[src/rtl/osd_char_overlay_if.sv]
// ROM read bus between the overlay reader and the OSD font/bitmap ROM.
// The ROM registers the address and returns data one cycle later.
interface osd_char_overlay_if #(
    parameter int unsigned ADDR_WIDTH = 11
);
    logic [ADDR_WIDTH-1:0] rom_addr;
    logic [7:0]            rom_data;

    modport master (output rom_addr, input rom_data);
    modport slave  (input rom_addr, output rom_data);
endinterface

[src/rtl/osd_char_overlay.sv]
// Inline OSD overlay: tracks pixel/line position, reads a 1bpp bitmap from ROM and
// paints set bits inside a fixed window with OSD_COLOR. Fixed two-cycle latency.
module osd_char_overlay #(
    parameter int unsigned OSD_X      = 100,
    parameter int unsigned OSD_Y      = 100,
    parameter int unsigned OSD_W      = 256,
    parameter int unsigned OSD_H      = 64,
    parameter int unsigned ADDR_WIDTH = 11,
    parameter logic [23:0] OSD_COLOR  = 24'hFF0000,
    parameter bit          VS_POL     = 1'b1
) (
    input  logic                      clk,
    input  logic                      rst,
    input  logic                      osd_en,
    input  logic                      i_hs,
    input  logic                      i_vs,
    input  logic                      i_de,
    input  logic [23:0]               i_data,
    osd_char_overlay_if.master        rom_if,
    output logic                      o_hs,
    output logic                      o_vs,
    output logic                      o_de,
    output logic [23:0]               o_data
);

    localparam logic [12:0] XLo  = 13'(OSD_X);
    localparam logic [12:0] XHi  = 13'(OSD_X + OSD_W);
    localparam logic [12:0] YLo  = 13'(OSD_Y);
    localparam logic [12:0] YHi  = 13'(OSD_Y + OSD_H);
    localparam logic [11:0] XOff = 12'(OSD_X);
    localparam logic [11:0] YOff = 12'(OSD_Y);
    localparam logic [ADDR_WIDTH-1:0] BytesPerLine = ADDR_WIDTH'(OSD_W / 8);

    logic [11:0] r_x_cnt;
    logic [11:0] r_y_cnt;
    logic        r_en_frame;
    logic        r_hs_d1;
    logic        r_vs_d1;
    logic        r_de_d1;
    logic [23:0] r_data_d1;
    logic        r_in_win_d1;
    logic [2:0]  r_bit_idx_d1;

    logic                  w_vs_edge;
    logic                  w_de_fall;
    logic [11:0]           w_x_rel;
    logic [11:0]           w_y_rel;
    logic                  w_in_win;
    logic [ADDR_WIDTH-1:0] w_addr;
    logic                  w_bit;

    // r_vs_d1 doubles as the previous-cycle vsync for edge detection.
    assign w_vs_edge = (i_vs == VS_POL) && (r_vs_d1 != VS_POL);
    assign w_de_fall = r_de_d1 & ~i_de;

    assign w_x_rel = r_x_cnt - XOff;
    assign w_y_rel = r_y_cnt - YOff;

    always_comb begin
        w_in_win = i_de & r_en_frame
                 & ({1'b0, r_x_cnt} >= XLo) & ({1'b0, r_x_cnt} < XHi)
                 & ({1'b0, r_y_cnt} >= YLo) & ({1'b0, r_y_cnt} < YHi);
        w_addr   = ADDR_WIDTH'(w_y_rel) * BytesPerLine + ADDR_WIDTH'(w_x_rel >> 3);
        rom_if.rom_addr = w_in_win ? w_addr : '0;
    end

    // Bit 7 of each bitmap byte is the leftmost pixel, so index with ~bit_idx.
    assign w_bit = rom_if.rom_data[~r_bit_idx_d1];

    always_ff @(posedge clk) begin
        if (rst) begin
            r_x_cnt    <= '0;
            r_y_cnt    <= '0;
            r_en_frame <= 1'b0;
        end else begin
            if (!i_de) begin
                r_x_cnt <= '0;
            end else if (r_x_cnt != 12'hFFF) begin
                r_x_cnt <= r_x_cnt + 12'd1;
            end

            if (w_vs_edge) begin
                r_y_cnt <= '0;
            end else if (w_de_fall && (r_y_cnt != 12'hFFF)) begin
                r_y_cnt <= r_y_cnt + 12'd1;
            end

            if (w_vs_edge) begin
                r_en_frame <= osd_en;
            end
        end
    end

    always_ff @(posedge clk) begin
        if (rst) begin
            r_hs_d1      <= 1'b0;
            r_vs_d1      <= 1'b0;
            r_de_d1      <= 1'b0;
            r_data_d1    <= '0;
            r_in_win_d1  <= 1'b0;
            r_bit_idx_d1 <= '0;
            o_hs         <= 1'b0;
            o_vs         <= 1'b0;
            o_de         <= 1'b0;
            o_data       <= '0;
        end else begin
            r_hs_d1      <= i_hs;
            r_vs_d1      <= i_vs;
            r_de_d1      <= i_de;
            r_data_d1    <= i_data;
            r_in_win_d1  <= w_in_win;
            r_bit_idx_d1 <= w_x_rel[2:0];
            o_hs         <= r_hs_d1;
            o_vs         <= r_vs_d1;
            o_de         <= r_de_d1;
            o_data       <= (r_in_win_d1 & w_bit) ? OSD_COLOR : r_data_d1;
        end
    end

endmodule

[src/flat_wrapper.sv]
// flat-port wrapper written by rule: the top's interface ports become plain ports
module osd_char_overlay_flat 
#(
    parameter int unsigned OSD_X      = 100,
    parameter int unsigned OSD_Y      = 100,
    parameter int unsigned OSD_W      = 256,
    parameter int unsigned OSD_H      = 64,
    parameter int unsigned ADDR_WIDTH = 11,
    parameter logic [23:0] OSD_COLOR  = 24'hFF0000,
    parameter bit          VS_POL     = 1'b1
)
  (clk, rst, osd_en, i_hs, i_vs, i_de, i_data, o_hs, o_vs, o_de, o_data, rom_if_rom_addr, rom_if_rom_data);
  osd_char_overlay_if #(.ADDR_WIDTH(ADDR_WIDTH)) rom_if_i ();
  input  logic clk;
  input  logic rst;
  input  logic osd_en;
  input  logic i_hs;
  input  logic i_vs;
  input  logic i_de;
  input  logic [23:0] i_data;
  output logic o_hs;
  output logic o_vs;
  output logic o_de;
  output logic [23:0] o_data;
  output wire logic [$bits(rom_if_i.rom_addr)-1:0] rom_if_rom_addr;
  input wire logic [$bits(rom_if_i.rom_data)-1:0] rom_if_rom_data;
  assign rom_if_rom_addr = rom_if_i.rom_addr;
  assign rom_if_i.rom_data = rom_if_rom_data;
  osd_char_overlay #(.OSD_X(OSD_X), .OSD_Y(OSD_Y), .OSD_W(OSD_W), .OSD_H(OSD_H), .ADDR_WIDTH(ADDR_WIDTH), .OSD_COLOR(OSD_COLOR), .VS_POL(VS_POL)) u_core (.clk(clk), .rst(rst), .osd_en(osd_en), .i_hs(i_hs), .i_vs(i_vs), .i_de(i_de), .i_data(i_data), .rom_if(rom_if_i), .o_hs(o_hs), .o_vs(o_vs), .o_de(o_de), .o_data(o_data));
endmodule
[config.mk]
export PLATFORM = sky130hd
export DESIGN_NAME = osd_char_overlay_flat
export DESIGN_NICKNAME = d
export VERILOG_FILES = /design/src/rtl/osd_char_overlay_if.sv /design/src/rtl/osd_char_overlay.sv /design/src/flat_wrapper.sv
export SDC_FILE = /design/constraint.sdc
export NUM_CORES = 1
export LEC_CHECK = 0
export CAP_MARGIN = 30
export CORE_MARGIN = 3
export CORE_UTILIZATION = 40
export DETAILED_ROUTE_END_ITERATION = 8
export DONT_BUFFER_PORTS = 1
export RECOVER_POWER = 50
export SLEW_MARGIN = 25
export SYNTH_ARGS = -nofsm -noshare
export SYNTH_HDL_FRONTEND = slang
export SYNTH_SLANG_ARGS = --single-unit
[constraint.sdc]
create_clock -name clk -period 2.9 [get_ports clk]
set_clock_uncertainty 0.05 [all_clocks]
set_input_delay 0.435 -clock clk [delete_from_list [all_inputs] [get_ports clk]]
set_output_delay 0.435 -clock clk [all_outputs]
set_load 0.1 [all_outputs]
### After elaboration in Yosys (flattened, before gate mapping)

Index checks and enable logic that the tools add are counted.

* word-level logic and storage cells: 45
* input port bits: 38
* register bits: 83

* mux-type cells: 4
* equal/unequal tests: 2
* $add $sub $neg: 5
* reduce and logical (&&, ||, !) cells: 5
* $lt $le $gt $ge: 5
* bitwise logic cells: 10

Operator list (number)
* adder 12 x 1 -> 12 bit, second input constant: 2
* >= comparator 12 x 7 -> 1 bit, second input constant: 2
* two-way mux 24 bit: 1
* != test 12 bit, second input constant: 2
* < comparator 12 x 8 -> 1 bit, second input constant: 1
* < comparator 12 x 9 -> 1 bit, second input constant: 1
* subtractor 12 x 7 -> 12 bit, second input constant: 1
* adder 11 x 9 -> 11 bit: 1
* two-way mux 11 bit: 1
* AND 1 bit: 7
* OR reduction 2 bit: 3
* subtractor 6 bit, second input constant: 1
* < comparator 3 x 4 -> 1 bit, second input constant: 1
* binary-select mux 1 bit (select 3 bit): 1
* inverter 3 bit: 1
* logical AND 1 bit: 2
* inverter 1 bit: 2
* two-way mux 1 bit: 1

### Depth between registers and ports, before layout

Gate-level depths: netlist (run 1).

* depth after elaboration: 6
* gate-level depth with buffers: 12
* gate-level depth less buffers: 12

### Least setup slack after synthesis (run 1)

Ideal clock, no wire load.

* path kind: register -> output
* start point: register u_core.r_x_cnt[4]
* end point: output port rom_if_rom_addr[10]
* stages on the path, launching flop included: 11
* data arrival time: 5.685 ns
* required time: 2.415 ns
* slack: -3.270 ns
* path through: dfxtp_1 > buf_2 > o311a_1 > or3_1 > or3_1 > xnor2_1 > ha_1 > o21a_1 > a21oi_1 > or3_1 > a2111oi_1

* cells in the longest elaborated chain, start to end: 6
* elaborated cells between the ends (all ways): 9

RTL lines
* start: declaration: RTL line osd_char_overlay.sv:34 `logic [11:0] r_x_cnt;`
* start signal: assignment: RTL line osd_char_overlay.sv:79 `r_x_cnt <= r_x_cnt + 12'd1;`
* parallel branches: the longest is 5 deep, another holds subtractor 12 x 7 -> 12 bit
* two-way mux 11 bit (*): RTL line osd_char_overlay.sv:64 `rom_if.rom_addr = w_in_win ? w_addr : '0;`
* end: declaration: RTL line flat_wrapper.sv:25 `output wire logic [$bits(rom_if_i.rom_addr)-1:0] rom_if_rom_addr;`

Every way passes the cells marked *.

### Final worst setup path (run 1)

* start point: register u_core.r_x_cnt[2]
* end point: output port rom_if_rom_addr[10]

Same word-level chain as after synthesis.

==> summary.md, run 1 <==
| Metric | Value |
|---|---|
| Crit path arrival time | 3.33 ns |
| Worst slew margin | 35.5% |
| CP Max Fanout | 3 |
| Initial DRC count | 85 |
| Routed vias | 2683 |
| Post-Syn Instances | 369 |
| Synthesis Warnings | 0 |
| Final min period | 3.82 ns |
| Max-Cap Viols | 0 |
| Detail Placement HPWL | 5460 um |
| DRC viols | 0 |
| Critical R2R Launch | u_core.r_x_cnt[3] |
| Hold Path Class | in -> reg |
| Lkg Pwr | 1.79 nW |
| Post-synthesis net count | 422 |
| Hold Path End | u_core.r_data_d1[1] |
| Pwr dens | 469 nW/um^2 |
| Final hold viol count | 0 |
| Most used DFF post-synth | dfxtp_1 |
| Async SR Flop Fraction | 0% |
| Worst Path Required | 2.41 ns |
| Die Height | 100 um |
| Clock Sink Count | 83 |
| Core Region | 8420 sq um |
| Ports | 76 |
| Total GRT Usage | 15.5% |
| Slew @ Worst Pin | 0.966 ns |
| Yosys cell types | 48 |
| Syn avg cell area | 9.62 sq um |
| Clock-pin slew on the worst setup and hold paths | 0.08 ns |
| Fin crit share | 132% |
| Mapped cell area | 3550 sq um |
| DIE AREA | 10000 sq um |
| Die W | 100 um |
| Cell Area, Placed | 4230 sq um |
| Latest clock arrival within the worst-skew pair | 0.34 ns |
| Area growth syn-to-layout | 33.3% |
| RSZ-0062 raised after global routing | yes |
| Largest net degree at the start of global routing | 49 |
| Root buf cell | clkbuf_8 |
| Final worst slack | -0.915 ns |
| Number of global-route vias before repair | 2579 |
| CTS tree | built |
| Finished Cell Area | 4730 sq um |
| H-tree level count | 3 |
| CP startpoint kind | register |
| Initial antenna violation count | 1 |
| Status | complete, but fails checks |
| First-pass GRT wire length | 12500 um |
| Crit Path Category | reg -> out |
| Share of layout cells above drive strength 1 | 26.5% |
| DR vias/cell | 5.08 |
| Antenna-violating nets left | 0 |
| Hold Crit Start | rst |
| Port bufs | 0 |
| Placed instance count | 498 |
| Starting Density | 42.2% |
| Routability congestion estimate | 0.870 |
| Largest cells by area after synthesis | dfxtp_1, nor2b_1, ha_1 |
| Num CTS Buffers | 9 |
| VDD IR max | 311 uV |
| Failing checks | negative setup slack |
| Register bit total from synthesis | 83 |
| Fillcell total | 758 |
| Iteration count of the initial detailed-routing pass | 5 |
| Hold path depth | 1 |
| Seq/Total Area, Yosys | 46.8% |
| Achievable clock frequency | 0.262 GHz |
| Reg2reg end | u_core.r_x_cnt[3] |
| Average wire per standard cell | 14.5 um |
| Final nets | 470 |
| Final cell count without fillers | 528 |
| Max Root-Sink Buffers | 2 |
| Number of flops mapped to enable cells by yosys | 0 |
| Total negative setup slack | -3.18 ns |
| Crit. End Element | output pin |
| CTS Hold Buffers Added | 0 |
| R2R depth | 8 |
| Synth top area share | 46.8% |
| Site Rows | 33 |
| Final setup fails | 9 |
| Area leader, netlist | dfxtp_1 |
| GR Overflow Total | 0 |
| Setup slack, reg-to-reg | 0.69 ns |
| Slew Limit Fails | 0 |
| Total Routed Length | 7650 um |
==> flip-flops by register name, summed over array words and instances, names as in the netlist <==
register,flops
u_core.r_de_d1,1
u_core.r_bit_idx_d1,3
u_core.o_hs,1
u_core.r_data_d1,24
u_core.o_de,1
u_core.o_vs,1
u_core.r_in_win_d1,1
u_core.r_hs_d1,1
u_core.r_x_cnt,12
u_core.o_data,24
u_core.r_en_frame,1
u_core.r_y_cnt,12
u_core.r_vs_d1,1
==> layout by cell type, fill, tap and decap left out, types with 10 or more instances in the layout <==
master,synthesis,routed
inv_1,24,22
buf_4,0,34
dfxtp_1,83,79
nor2_1,17,17
nor2b_1,32,32
ha_1,14,11
or3_1,13,10
clkbuf_8,0,10
a21oi_1,23,23
nand2_1,14,14
and2_1,18,18
buf_12,0,11
==> timing repair <==
item,4_1_cts,5_1_grt
gates resized for setup,26,14
pin swaps,18,6
setup buffers,7,4
gates cloned,2,0
endpoints found under the setup margin,10,11
endpoints found under the hold margin,0,0
==> cell usage after synthesis, types with 5 or more instances <==
| cell type | n |
|---|---|
| a21oi_1 | 23 |
| inv_1 | 24 |
| nand2_1 | 14 |
| buf_2 | 9 |
| nor2_1 | 17 |
| nand3_1 | 8 |
| nor4_2 | 10 |
| dfxtp_1 | 83 |
| o21ai_0 | 7 |
| nor3_1 | 9 |
| xnor2_1 | 11 |
| or3_1 | 13 |
| nor4_1 | 6 |
| and2_1 | 18 |
| nor2b_1 | 32 |
| xor2_1 | 7 |
| ha_1 | 14 |
| clkbuf_1 | 6 |
| a31oi_1 | 5 |
==> metal layers <==
metal  global-route usage (%)  part of all wire, %  vias to the layer above
li1                         -                    -                     1366
met1                     19.4                   43                     1264
met2                     26.6                   52                       48
met3                     4.03                  4.5                        5
met4                     3.83                 0.59                        0
met5                        0                    0                        -
==> logic make-up (layout without fill, tap and decap cells) <==
group	count (synthesis)	after routing	share of synthesized area (%)
buffers and inverters	43	96	5.07
other	0	1	0
AOI/OAI and AO/OA	55	55	9.62
DFF	83	83	46.8
xor gates and xnor gates	18	18	4.44
muxes	7	7	2.71
adders and majority gates	15	15	5.50
and+or+nand+nor	148	148	25.9
==> cell type report <==
class	count	area, sq um	area share [%]
clock inverter	6	71.3	1.51
timing repair buffer	56	634	13.4
clock buffer	10	138	2.91
tap	105	131	2.77
multi-input combinational	243	2000	42.2
sequential	83	1670	35.3
inverter	24	92.6	1.96
antenna	1	2.50	0.0529
==> metrics by stage <==
stage	utilization, %	worst slack (ns)	hold slack [ns]	power, mW
5_1_grt	56.2	-1.00	0.0803	2.31
6_report	56.2	-0.915	0.107	2.22
2_1_floorplan	-	-1.09	0.356	1.39
4_1_cts	55.3	-0.941	0.0918	2.25
3_5_place_dp	50.2	-0.559	0.361	1.40
3_3_place_gp	50.2	-0.502	0.359	1.40
==> how the worst max path moves through the flow <==
stage	slack (ns)	to	start
6_report	-0.92	rom_if_rom_addr[10]	u_core.r_x_cnt[2]
4_1_cts	-0.94	rom_if_rom_addr[10]	u_core.r_x_cnt[2]
3_3_place_gp	-0.50	rom_if_rom_addr[10]	u_core.r_x_cnt[2]
3_5_place_dp	-0.56	rom_if_rom_addr[10]	u_core.r_x_cnt[2]
5_1_grt	-1.0	rom_if_rom_addr[10]	u_core.r_x_cnt[2]
2_1_floorplan	-1.09	rom_if_rom_addr[10]	u_core.r_x_cnt[4]
==> report_power, final <==
group | switching (mW) | internal (mW)
Clock | 0.414 | 0.429
Combinational | 0.0389 | 0.0423
Sequential | 0.122 | 1.18
==> worst max-delay path: stages (launching register included) <==
cell and delay [ns]:
dfxtp_2 0.33, o311a_1 0.39, or3_4 0.35, or3_4 0.34
xnor2_2 0.15, ha_4 0.28, o21a_1 0.11, a21oi_1 0.08
or3_1 0.35, a2111oi_4 0.35, clkbuf_16 0.27
No activity file was read; power rests on OpenSTA's default activity.
==> inputs of run 2 (changes only) <==
- CORE_UTILIZATION: 40 -> 45
==> run 2 against run 1 <==
Net effect: the flow still finishes with violations (negative setup slack); first-iteration DRC count up 1.2%; critical path depth unchanged; core utilization up 6.4 points; final area down 1.6%; maximum frequency down 0.19%; register-to-register slack better by 0.15 ns; highest routed layer unchanged; sequential cell count unchanged; critical path type unchanged; routed wire length up 1.1%; die area down 10%; via count up 0.22%; largest cell class unchanged; cell count down 1.7%; combinational power down 1%.
==> summary.md, run 2 (synthesized netlist as in run 1, its figures left out) <==
| Metric | Value |
|---|---|
| Worst slew margin | 35.8% (+0.31 points) |
| CP startpoint kind | register |
| Site Rows | 31 (-6.1%) |
| Status | complete, but fails checks |
| Final worst slack | -0.923 ns (-0.00729 ns) |
| Detail Placement HPWL | 5280 um (-3.2%) |
| Routability congestion estimate | 0.839 (-3.5%) |
| DR vias/cell | 5.18 (+2.0%) |
| Fin crit share | 132% (+0.25 points) |
| Iteration count of the initial detailed-routing pass | 4 (-1) |
| Area growth syn-to-layout | 31.2% |
| Crit path arrival time | 3.34 ns (about the same) |
| Total Routed Length | 7730 um (+1.1%) |
| Final min period | 3.82 ns (+0.00729 ns) |
| Ports | 76 (unchanged) |
| Largest net degree at the start of global routing | 49 (unchanged) |
| DRC viols | 0 (unchanged) |
| Die W | 94.8 um (-5.4%) |
| Share of layout cells above drive strength 1 | 27.1% (+0.60 points) |
| Largest regs | u_core.o_data: 24 flops, u_core.r_data_d1: 24 flops |
| Core Region | 7450 sq um (-12%) |
| Routed vias | 2689 (+0.22%) |
| Total GRT Usage | 17.5% (+2.0 points) |
| First-pass GRT wire length | 12400 um (-0.99%) |
| Most frequent cells in the layout | dfxtp_1, buf_4, nor2b_1, inv_1, a21oi_1 |
| Max Root-Sink Buffers | 2 (unchanged) |
| Final antenna diode count | 0 (-1) |
| Final nets | 468 (-0.43%) |
| CP Max Fanout | 2 (-1) |
| Clock-pin slew on the worst setup and hold paths | 0.08 ns (about the same) |
| CTS Hold Buffers Added | 0 (unchanged) |
| Max-Cap Viols | 0 (unchanged) |
| H-tree level count | 3 (unchanged) |
| Pwr dens | 475 nW/um^2 (+1.2%) |
| DIE AREA | 8990 sq um (-10%) |
| Worst Path Required | 2.41 ns (about the same) |
| Top Metal Used | met4 |
| M1 WL | 3380 um (+3.1%) |
| Initial antenna violation count | 0 (-1) |
| Dpl ws | -0.526 ns (+0.0333 ns) |
| RSZ-0062 raised after global routing | yes |
| Met2 Routed Length | 3930 um (-1.5%) |
| Initial DRC count | 86 (+1.2%) |
| Latest clock arrival within the worst-skew pair | 0.35 ns (about the same) |
| Clock Sink Count | 83 (unchanged) |
| Crit Path Category | reg -> out |
| VDD IR max | 440 uV (+42%) |
| Final hold viol count | 0 (unchanged) |
| Number of global-route vias before repair | 2609 (+1.2%) |
| Die Height | 94.8 um (-5.4%) |
| Fin util | 62.6% (+6.4 points) |
| Lkg Pwr | 1.75 nW (-2.0%) |
| Hold Path Class | in -> reg |
| Port bufs | 0 (unchanged) |
| Root buf cell | clkbuf_8 |
| Failing checks | negative setup slack |
| WL met3 | 331 um (-3.2%) |
| Slew Limit Fails | 0 (unchanged) |
| Setup slack, reg-to-reg | 0.84 ns (+0.15 ns) |
| Achievable clock frequency | 0.262 GHz (-0.19%) |
| Starting Density | 47.7% (+5.5 points) |
| GR Overflow Total | 0 (unchanged) |
| Average wire per standard cell | 14.9 um (+2.9%) |
| Hold WS | 0.0954 ns (-0.0113 ns) |
| Slew @ Worst Pin | 0.961 ns (-0.00467 ns) |
| Final setup fails | 7 (-2) |
| Crit. End Element | output pin |
| CTS tree | built |
| Commonest non-fill, non-tap cell in the layout | dfxtp_1 |
| Num CTS Buffers | 9 (unchanged) |
| Antenna-violating nets left | 0 (unchanged) |
run 2: cell count changes in the layout (fill, tap and decap cells not counted), moves of 2 or more:
| cell | delta |
|---|---|
| buf_4 | +3 |
| clkbuf_1 | -2 |
| clkbuf_16 | -2 |
| xnor2_2 | -2 |
run 2: path summary, 6_finish.rpt:
check / depth (start not counted) / from / end
worst max-delay path: 10 / u_core.r_x_cnt[2] / rom_if_rom_addr[9]
worst min-delay path: 1 / rst / u_core.r_bit_idx_d1[1]
worst max register to register: 6 / u_core.r_x_cnt[11] / u_core.r_in_win_d1
worst min register to register: 2 / u_core.r_data_d1[18] / u_core.o_data[18]
run 2: layout make-up:
cell class,instances,area (sq um)
Sequential cell,83,1670
Fill cell,604,2790
Timing Repair Buffer,54,588
Inverter,24,90.1
Clock buffer,10,128
Multi-Input combinational cell,243,1980
Tap cell,99,124
Clock inverter,6,72.6
run 2: what timing repair did:
action                     4_1_cts  5_1_grt
buffers inserted                 6        6
gates cloned                     1        0
setup endpoints to repair       10       11
pin swaps                       14        8
gates resized for setup         14       21
run 2: worst max-delay path, stage by stage, from the launching register on:
cell       delay [ns]
dfxtp_2          0.33
o311a_4          0.37
or3_4            0.33
or3_4            0.34
xnor2_2          0.13
ha_1             0.32
buf_6            0.13
o21a_1           0.10
or3_4            0.35
a2111oi_4        0.35
buf_12           0.22
run 2: where the power goes:
part / total (mW) / leakage (nW) / internal [mW] / switching, mW
logic: 0.0803 / 0.973 / 0.0427 / 0.0375
clock network: 0.835 / 0.0975 / 0.408 / 0.428
registers: 1.30 / 0.685 / 1.18 / 0.123
run 2: layer usage:
layer	global-route usage [%]	vias to the layer above
met5	0	-
met4	4.69	0
met3	4.94	9
met2	29.2	68
met1	22.1	1251
li1	-	1361
run 2: stage by stage:
| stage | area [sq um] | instances | total power [mW] | setup TNS (ns) |
|---|---|---|---|---|
| 6_report | 4660 | 519 | 2.21 | -3.35 |
| 5_1_grt | 4660 | 519 | 2.30 | -4.22 |
| 4_1_cts | 4520 | 513 | 2.23 | -3.24 |
| 3_5_place_dp | 4180 | 490 | 1.40 | -1.48 |
| 3_3_place_gp | 4180 | 490 | 1.40 | -1.05 |
| 2_1_floorplan | 3700 | 369 | 1.39 | -4.78 |
